File: src/rtl/set_multicycle_path_pkg.sv
// Shared types and helpers for the multicycle-path benchmark block.
package set_multicycle_path_pkg;

    // Launch/capture sequencing states shared by all lanes
    typedef enum logic [1:0] {
        IDLE = 2'd0,
        WAIT = 2'd1,
        HOLD = 2'd2
    } mcp_state_e;

    // Through-logic selectors
    localparam int MODE_AND = 0;
    localparam int MODE_ADD = 1;

    // Counter width: enough bits to hold CYCLES-1, never narrower than one bit
    function automatic int mcp_cnt_w(input int cycles);
        if (cycles <= 1) begin
            return 1;
        end else begin
            return $clog2(cycles);
        end
    endfunction

endpackage

File: src/rtl/mcp_lane.sv
// One data lane: launch register, combinational through stage, capture
// register and the feedback register that closes the capture-to-through loop.
module mcp_lane
    import set_multicycle_path_pkg::*;
#(
    parameter int WIDTH = 8,
    parameter int MODE  = MODE_AND
) (
    input  logic             clk,
    input  logic             rst_n,
    input  logic             load,
    input  logic             capture,
    input  logic [WIDTH-1:0] d_in,
    output logic [WIDTH-1:0] d_out
);

    logic [WIDTH-1:0] r_launch_q;
    logic [WIDTH-1:0] r_fb_q;
    logic [WIDTH-1:0] r_cap_q;
    logic [WIDTH-1:0] w_thr;

    // Through stage: the multicycle path runs from r_launch_q/r_fb_q to r_cap_q
    always_comb begin
        w_thr = '0;
        if (MODE == MODE_ADD) begin
            w_thr = r_launch_q + r_fb_q;
        end else begin
            w_thr = r_launch_q & r_fb_q;
        end
    end

    // Launch register: changes only on an accepted handshake, never mid-flight
    always_ff @(posedge clk) begin
        if (!rst_n) begin
            r_launch_q <= '0;
        end else if (load) begin
            r_launch_q <= d_in;
        end else begin
            r_launch_q <= r_launch_q;
        end
    end

    // Capture and feedback: fb resets to all ones so the first AND is transparent
    always_ff @(posedge clk) begin
        if (!rst_n) begin
            r_cap_q <= '0;
            r_fb_q  <= '1;
        end else if (capture) begin
            r_cap_q <= w_thr;
            r_fb_q  <= ~w_thr;
        end else begin
            r_cap_q <= r_cap_q;
            r_fb_q  <= r_fb_q;
        end
    end

    assign d_out = r_cap_q;

endmodule

File: src/rtl/set_multicycle_path_param.sv
// Multicycle-path benchmark top: shared FSM and counter sequencing LANES
// identical lanes so capture happens exactly CYCLES edges after launch.
module set_multicycle_path_param
    import set_multicycle_path_pkg::*;
#(
    parameter int WIDTH  = 8,
    parameter int LANES  = 2,
    parameter int CYCLES = 2,
    parameter int MODE   = MODE_AND
) (
    input  logic                   clk,
    input  logic                   rst_n,
    input  logic [WIDTH*LANES-1:0] in_data,
    input  logic                   in_valid,
    output logic                   in_ready,
    output logic [WIDTH*LANES-1:0] out_data,
    output logic                   out_valid,
    input  logic                   out_ready,
    output logic                   busy
);

    localparam int               CNT_W    = mcp_cnt_w(CYCLES);
    localparam logic [CNT_W-1:0] CNT_INIT = CNT_W'(CYCLES - 1);

    mcp_state_e       r_state;
    logic [CNT_W-1:0] r_cnt;
    logic             r_out_valid;
    logic             r_busy;
    logic             w_load;
    logic             w_capture;
    logic             w_in_ready;

    // Handshake decode: in HOLD the downstream ready passes straight through
    always_comb begin
        w_load     = 1'b0;
        w_capture  = 1'b0;
        w_in_ready = 1'b0;
        case (r_state)
            IDLE: begin
                w_in_ready = 1'b1;
                w_load     = in_valid;
            end
            WAIT: begin
                w_capture = (r_cnt == '0);
            end
            HOLD: begin
                w_in_ready = out_ready;
                w_load     = out_ready & in_valid;
            end
            default: begin
                w_load     = 1'b0;
                w_capture  = 1'b0;
                w_in_ready = 1'b0;
            end
        endcase
    end

    // Sequencer: counts launch-to-capture edges and owns out_valid/busy
    always_ff @(posedge clk) begin
        if (!rst_n) begin
            r_state     <= IDLE;
            r_cnt       <= '0;
            r_out_valid <= 1'b0;
            r_busy      <= 1'b0;
        end else begin
            case (r_state)
                IDLE: begin
                    if (in_valid) begin
                        r_cnt   <= CNT_INIT;
                        r_busy  <= 1'b1;
                        r_state <= WAIT;
                    end else begin
                        r_state <= IDLE;
                    end
                end
                WAIT: begin
                    if (r_cnt == '0) begin
                        r_out_valid <= 1'b1;
                        r_busy      <= 1'b0;
                        r_state     <= HOLD;
                    end else begin
                        r_cnt <= r_cnt - CNT_W'(1);
                    end
                end
                HOLD: begin
                    if (out_ready) begin
                        r_out_valid <= 1'b0;
                        if (in_valid) begin
                            r_cnt   <= CNT_INIT;
                            r_busy  <= 1'b1;
                            r_state <= WAIT;
                        end else begin
                            r_state <= IDLE;
                        end
                    end else begin
                        r_state <= HOLD;
                    end
                end
                default: begin
                    r_state     <= IDLE;
                    r_cnt       <= '0;
                    r_out_valid <= 1'b0;
                    r_busy      <= 1'b0;
                end
            endcase
        end
    end

    // Lanes share load/capture; names stay fixed for -through constraints
    for (genvar k = 0; k < LANES; k++) begin : u_lane
        mcp_lane #(
            .WIDTH (WIDTH),
            .MODE  (MODE)
        ) u_mcp (
            .clk     (clk),
            .rst_n   (rst_n),
            .load    (w_load),
            .capture (w_capture),
            .d_in    (in_data[k*WIDTH +: WIDTH]),
            .d_out   (out_data[k*WIDTH +: WIDTH])
        );
    end

    assign in_ready  = w_in_ready;
    assign out_valid = r_out_valid;
    assign busy      = r_busy;

endmodule
File: config.mk
export PLATFORM = sky130hd
export DESIGN_NAME = set_multicycle_path_param
export DESIGN_NICKNAME = d
export VERILOG_FILES = /design/src/rtl/set_multicycle_path_pkg.sv /design/src/rtl/mcp_lane.sv /design/src/rtl/set_multicycle_path_param.sv
export SDC_FILE = /design/constraint.sdc
export NUM_CORES = 1
export LEC_CHECK = 0
export ABC_CLOCK_PERIOD_IN_PS = 1400
export BUFFER_PORTS_ARGS = -buffer_cell sky130_fd_sc_hd__buf_4
export CORE_MARGIN = 3
export CORE_UTILIZATION = 53
export CTS_CLUSTER_SIZE = 10
export DETAILED_ROUTE_END_ITERATION = 7
export HOLD_SLACK_MARGIN = 0.02
export PLACE_DENSITY = 0.81
export SLEW_MARGIN = 20
export SYNTH_ARGS = -nofsm -noshare
export SYNTH_HDL_FRONTEND = slang
export SYNTH_SLANG_ARGS = --single-unit
File: constraint.sdc
create_clock -name clk -period 1.4 [get_ports clk]
set_input_delay 0.07 -clock clk [delete_from_list [all_inputs] [get_ports clk]]
set_output_delay 0.07 -clock clk [all_outputs]
set_load 0.01 [all_outputs]
# After elaboration in Yosys (flattened, before gate mapping)
# Cells that the tools add are included.
# Widths: inputs -> output; s select.
word_totals:
  ff_bits: 53
  inputBits: 20
  output_inout_bits: 19
  word_cells: 43
classes:
  n_addsub: 1
  n_eq_ne: 4
  muxes: 18
  n_bitwise: 7
  reduce_logical: 3
op_table:
  columns: ["operator", "n"]
  rows:
  - ["$and 8x8->8", 2]
  - ["$not 8->8", 2]
  - ["$mux 1", 10]
  - ["$pmux 1 s3", 3]
  - ["$pmux 2 s3", 1]
  - ["$mux 2", 2]
  - ["$ne 2x2->1 const B", 2]
  - ["$pmux 1 s2", 2]
  - ["$reduce_and 3->1", 1]
  - ["$eq 2x1->1 const B", 1]
  - ["$eq 2x2->1 const B", 1]
  - ["$logic_not 2->1", 1]
  - ["$not 1->1", 2]
  - ["$reduce_and 2->1", 1]
  - ["$and 1x1->1", 1]
  - ["$sub 1x1->1 const B", 1]

# Longest topological paths before layout
logic_depth:
  depth_word: 3
  ltp_mapped: 5
  depth_no_buf: 3

# By module
# Synthesis repeated with hierarchy kept, for this count alone.
hier_totals:
  hier_cells: 196
  hier_area_um2: 2013.2
modules_own_cells:
  columns: ["mod", "n_inst", "cells_per_inst", "area_per_inst_um2", "seq_area_each_um2"]
  rows:
  - ["mcp_lane", 2, 85, 889.6, 480.5]
  - ["set_multicycle_path_param", 1, 26, 234.0, 100.1]

# Worst setup path after synthesis
# No wires, ideal clock.
synth_path:
  path_type: "register to register"
  from: "reg r_state[1]"
  to: "reg u_lane[0].u_mcp.r_launch_q[0]"
  setup_time_ps: 72
  arrival_ps: 1102
  required_time_ps: 1328
  path_slack_ps: 226
  path_stages_with_launch: 6
  path_buffers: 2
  period_less_slack_ps: 1174
  cell_sequence: "dfxtp_1 -> nor2b_4 -> nor3b_2 -> buf_6 -> buf_8 -> mux2i_1"
synth_via:
  elab_chain_len: 2
  word_cells_on_any_way: 3
  classes_between: "eq/ne (1); mux (1); reduce/logical (1)"
synth_lines:
  columns: ["element", "line_no", "text"]
  rows:
  - ["start, declared", "set_multicycle_path_param.sv:25", "mcp_state_e r_state;"]
  - ["start signal, assigned", "set_multicycle_path_param.sv:61", "r_state <= IDLE;"]
  - ["start signal, assigned", "set_multicycle_path_param.sv:71", "r_state <= WAIT;"]
  - ["start signal, assigned", "set_multicycle_path_param.sv:73", "r_state <= IDLE;"]
  - ["$eq 2x2->1 / $logic_not 2->1 (equally long branches)", "set_multicycle_path_param.sv:38", "case (r_state)"]
  - ["$pmux 1 s2 (*)", "set_multicycle_path_param.sv:38", null]
  - ["end signal, assigned", "mcp_lane.sv:37", "r_launch_q <= d_in;"]
  - ["end signal, assigned", "mcp_lane.sv:39", "r_launch_q <= r_launch_q;"]
  - ["end, declared", "mcp_lane.sv:17", "logic [WIDTH-1:0] r_launch_q;"]
# Mark *: on every way between the ends. The rest lies on a longest branch, timed or not.
# A chain may end at the register's enable or synchronous reset.

# Final worst setup path
layout_path:
  from: "reg r_state[1]"
  to: "out in_ready"
layout_via:
  elab_chain_len: 2
  word_cells_on_any_way: 3
  classes_between: "eq/ne (1); mux (1); reduce/logical (1)"
layout_lines:
  columns: ["element", "line_no", "text"]
  rows:
  - ["$eq 2x2->1 / $logic_not 2->1 (equally long branches)", "set_multicycle_path_param.sv:38", null]
  - ["$pmux 1 s2 (*)", "set_multicycle_path_param.sv:38", null]
  - ["end, declared", "set_multicycle_path_param.sv:15", "output logic in_ready,"]
# Marked as above.

==> summary.md <==
| Metric | Value |
|---|---|
| Outcome | completed |
| Root buf cell | clkbuf_4 |
| Setup Viol. Count Final | 0 |
| DP Area | ~2200 um^2 |
| Via density per instance | 4.98 |
| Final Max Slew Viols | 0 |
| CTS Buf Count | 5 |
| Max clock buf depth | 2 |
| Clock sink total | 53 |
| Critical path required time | between 1000 and 1500 ps |
| Worst IR Drop VDD | just under 800 uV |
| Post-DP HPWL | 2350 um |
| CTS tree | done |
| Crit-path max FO | 7 |
| Synth-to-layout area growth | 27.7% |
| Fin. Hold Viols | 0 |
| Port Buf Inserts | 38 |
| Clock transition at the registers of the reported paths | around 130 ps |
| Share of layout cells above drive strength 1 | 22.7% |
| GRT Total Usage | ~17% |
| Residual DRC | 0 |
| Clock latency on the worst-skew pair | between 300 and 400 ps |
| DR iter-0 viols | between 90 and 100 |
| Dpl ws | about 130 ps |
| Vias in the first global route | about 1,400 |
| Gr busiest metal | met2 |
| Total number of vias | 1,479 |
| Fin area | around 2400 um^2 |
| Chip Height | roughly 66 um |
| FMAX | 772 MHz |
| Crit path kind | flop to output pin |
| H-tree depth | 2 |
| Max Cap Violations | 0 |
| Final #Nets | 271 |
| Post-Syn Nets | ~210 |
| Fin crit period | 1300 ps |
| Commonest non-fill, non-tap cell in the layout | dfxtp_1 |
| Syn Std Cell Area | ~1900 um^2 |
| Grt total ovfl | 0 |
| Overall routed net length | 3580 um |
| Crit. End Element | output pin |
| PwrDens | about 1100 nW/um^2 |
| Fin worst setup slack | between 100 and 150 ps |
| DR WL/cell | 12.1 um |
| Setup tns final | 0 ps |
| Lkg Pwr | 1.01 nW |
| Gate Count Post-Synth | around 190 |
| Drt first pass iters | 4 |
| Distinct cells, synth | 23 |
| GRT met1 Usage | approximately a fifth |
| Gpl congestion | ~0.73 |
| Avg Inst Size Synth | 9.88 um^2 |
| Global routing usage on met3 | under 10% |
| Site Rows | 21 |
| Pin count of the biggest net entering global routing | 33 |
| Die Area | ~4400 um^2 |
| Synth Register Bits | 53 |
| GR Util met2 | between 20% and 30% |
| RSZ-0062 raised after global routing | no |
| First-pass GRT wire length | 5780 um |
| Clock skew | between 4 and 5 ps |
| Crit start category | flop |
| N_diodes | 0 |
| Min-delay worst type | input pin to flop |
| Synth warn | 0 |
| Most frequent cells in the layout | dfxtp_1 (52), buf_4 (45), nand2_1 (32) |
| Worst Tran Pin Value | 318 ps |
| Seq/Total Area, Yosys | approximately 55% |
| Core area | between 3000 and 4000 um^2 |
| Max-slew headroom | between 70% and 80% |
| Final period utilization | ~93% |
| Initial Utilization | 56.1% |
| WP data arrival | between 1000 and 1500 ps |
| Boundary Pins | 39 |
| Die Width | ~66 um |
| Initial antenna violation count | 0 |
| Hold slack final | 64.8 ps |
| Post-DRT Antenna Nets | 0 |
## metal layers
layer  routed length, um  up-vias
met5                   0        -
met4                 131        0
met3                 127       13
met2                1680       31
met1                1640      674
li1                    -      761
## per-stage QoR
stage                     total power, mW  std cells  util [%]
final                                2.59        297      71.7
after detailed placement             1.92        274      65.3
after CTS                            2.60        297      71.6
after global placement               1.91        274      65.3
after floorplan                      1.82        194         -
after global routing                 2.71        297      71.7
## path summary, 6_finish.rpt
path	start	to	slack, ps	depth (start not counted)
setup / recovery	r_state[1]	in_ready	100	3
hold reg to reg	u_lane[0].u_mcp.d_out[6]	u_lane[0].u_mcp.d_out[6]	470	2
hold / removal	out_ready	r_state[1]	60	4
setup reg to reg	r_state[1]	u_lane[1].u_mcp.r_launch_q[2]	100	4
## repair_timing
action,4_1_cts,5_1_grt
hold buffers,16,0
hold endpoints to repair,16,0
buffers inserted,0,0
resized for setup,0,1
setup endpoints to repair,0,1
## kinds of logic (layout without fill, tap and decap cells)
| logic type | count (synthesis) | in the layout | synth area share, % |
|---|---|---|---|
| simple gates | 59 | 59 | 15.7 |
| flops | 53 | 53 | 55.4 |
| compound gates | 39 | 39 | 13.0 |
| buf+inv | 27 | 84 | 7.64 |
| mux | 16 | 16 | 8.35 |
## cell type report
| type | count | area [um^2] |
|---|---|---|
| timing repair buffer | 61 | 498 |
| sequential | 53 | 1060 |
| inverter | 16 | 60.1 |
| tap | 46 | 57.6 |
| fill | 253 | 967 |
| multi-input combinational | 114 | 716 |
| clock buffer | 7 | 55.1 |
## Yosys cell counts
library cell  instances  area share [%]
o21ai_1               1            0.26
nand3_1              16             4.2
buf_2                 6             1.6
nor3b_2               2             1.3
dfxtp_1              53              55
a21boi_0              1            0.39
nor2_1                2            0.39
nor2b_4               1            0.72
nand2b_1              1            0.33
buf_4                 1            0.39
buf_8                 1            0.78
buf_6                 3             1.8
and3b_1               1            0.46
o21ai_0              16             4.2
nand2_1              32             6.3
a21oi_1               1            0.26
and4bb_1              1            0.65
mux2i_1              16             8.4
nor2b_1               2            0.65
nand2b_4              1            0.72
o21a_1               19             7.4
inv_1                16             3.1
a31o_2                1            0.46
## state kept, by name, summed over array words and instances, names as in the netlist
register	cells
r_state	2
u_lane.u_mcp.r_fb_q	16
u_lane.u_mcp.r_launch_q	16
out_valid	1
r_cnt	1
u_lane.u_mcp.d_out	16
busy	1
## worst max-delay path, cell delays in order, from the launching register on
cell and delay (ps):
dfxtp_1 450, nor2b_4 220, nor2_1 60, buf_4 140
## report_power, final
| group | internal [mW] | switching [mW] | total [mW] |
|---|---|---|---|
| clock | 0.238 | 0.431 | 0.669 |
| sequential | 1.58 | 0.0397 | 1.61 |
| combinational | 0.171 | 0.139 | 0.310 |
Power figures use the tool's default switching activity.
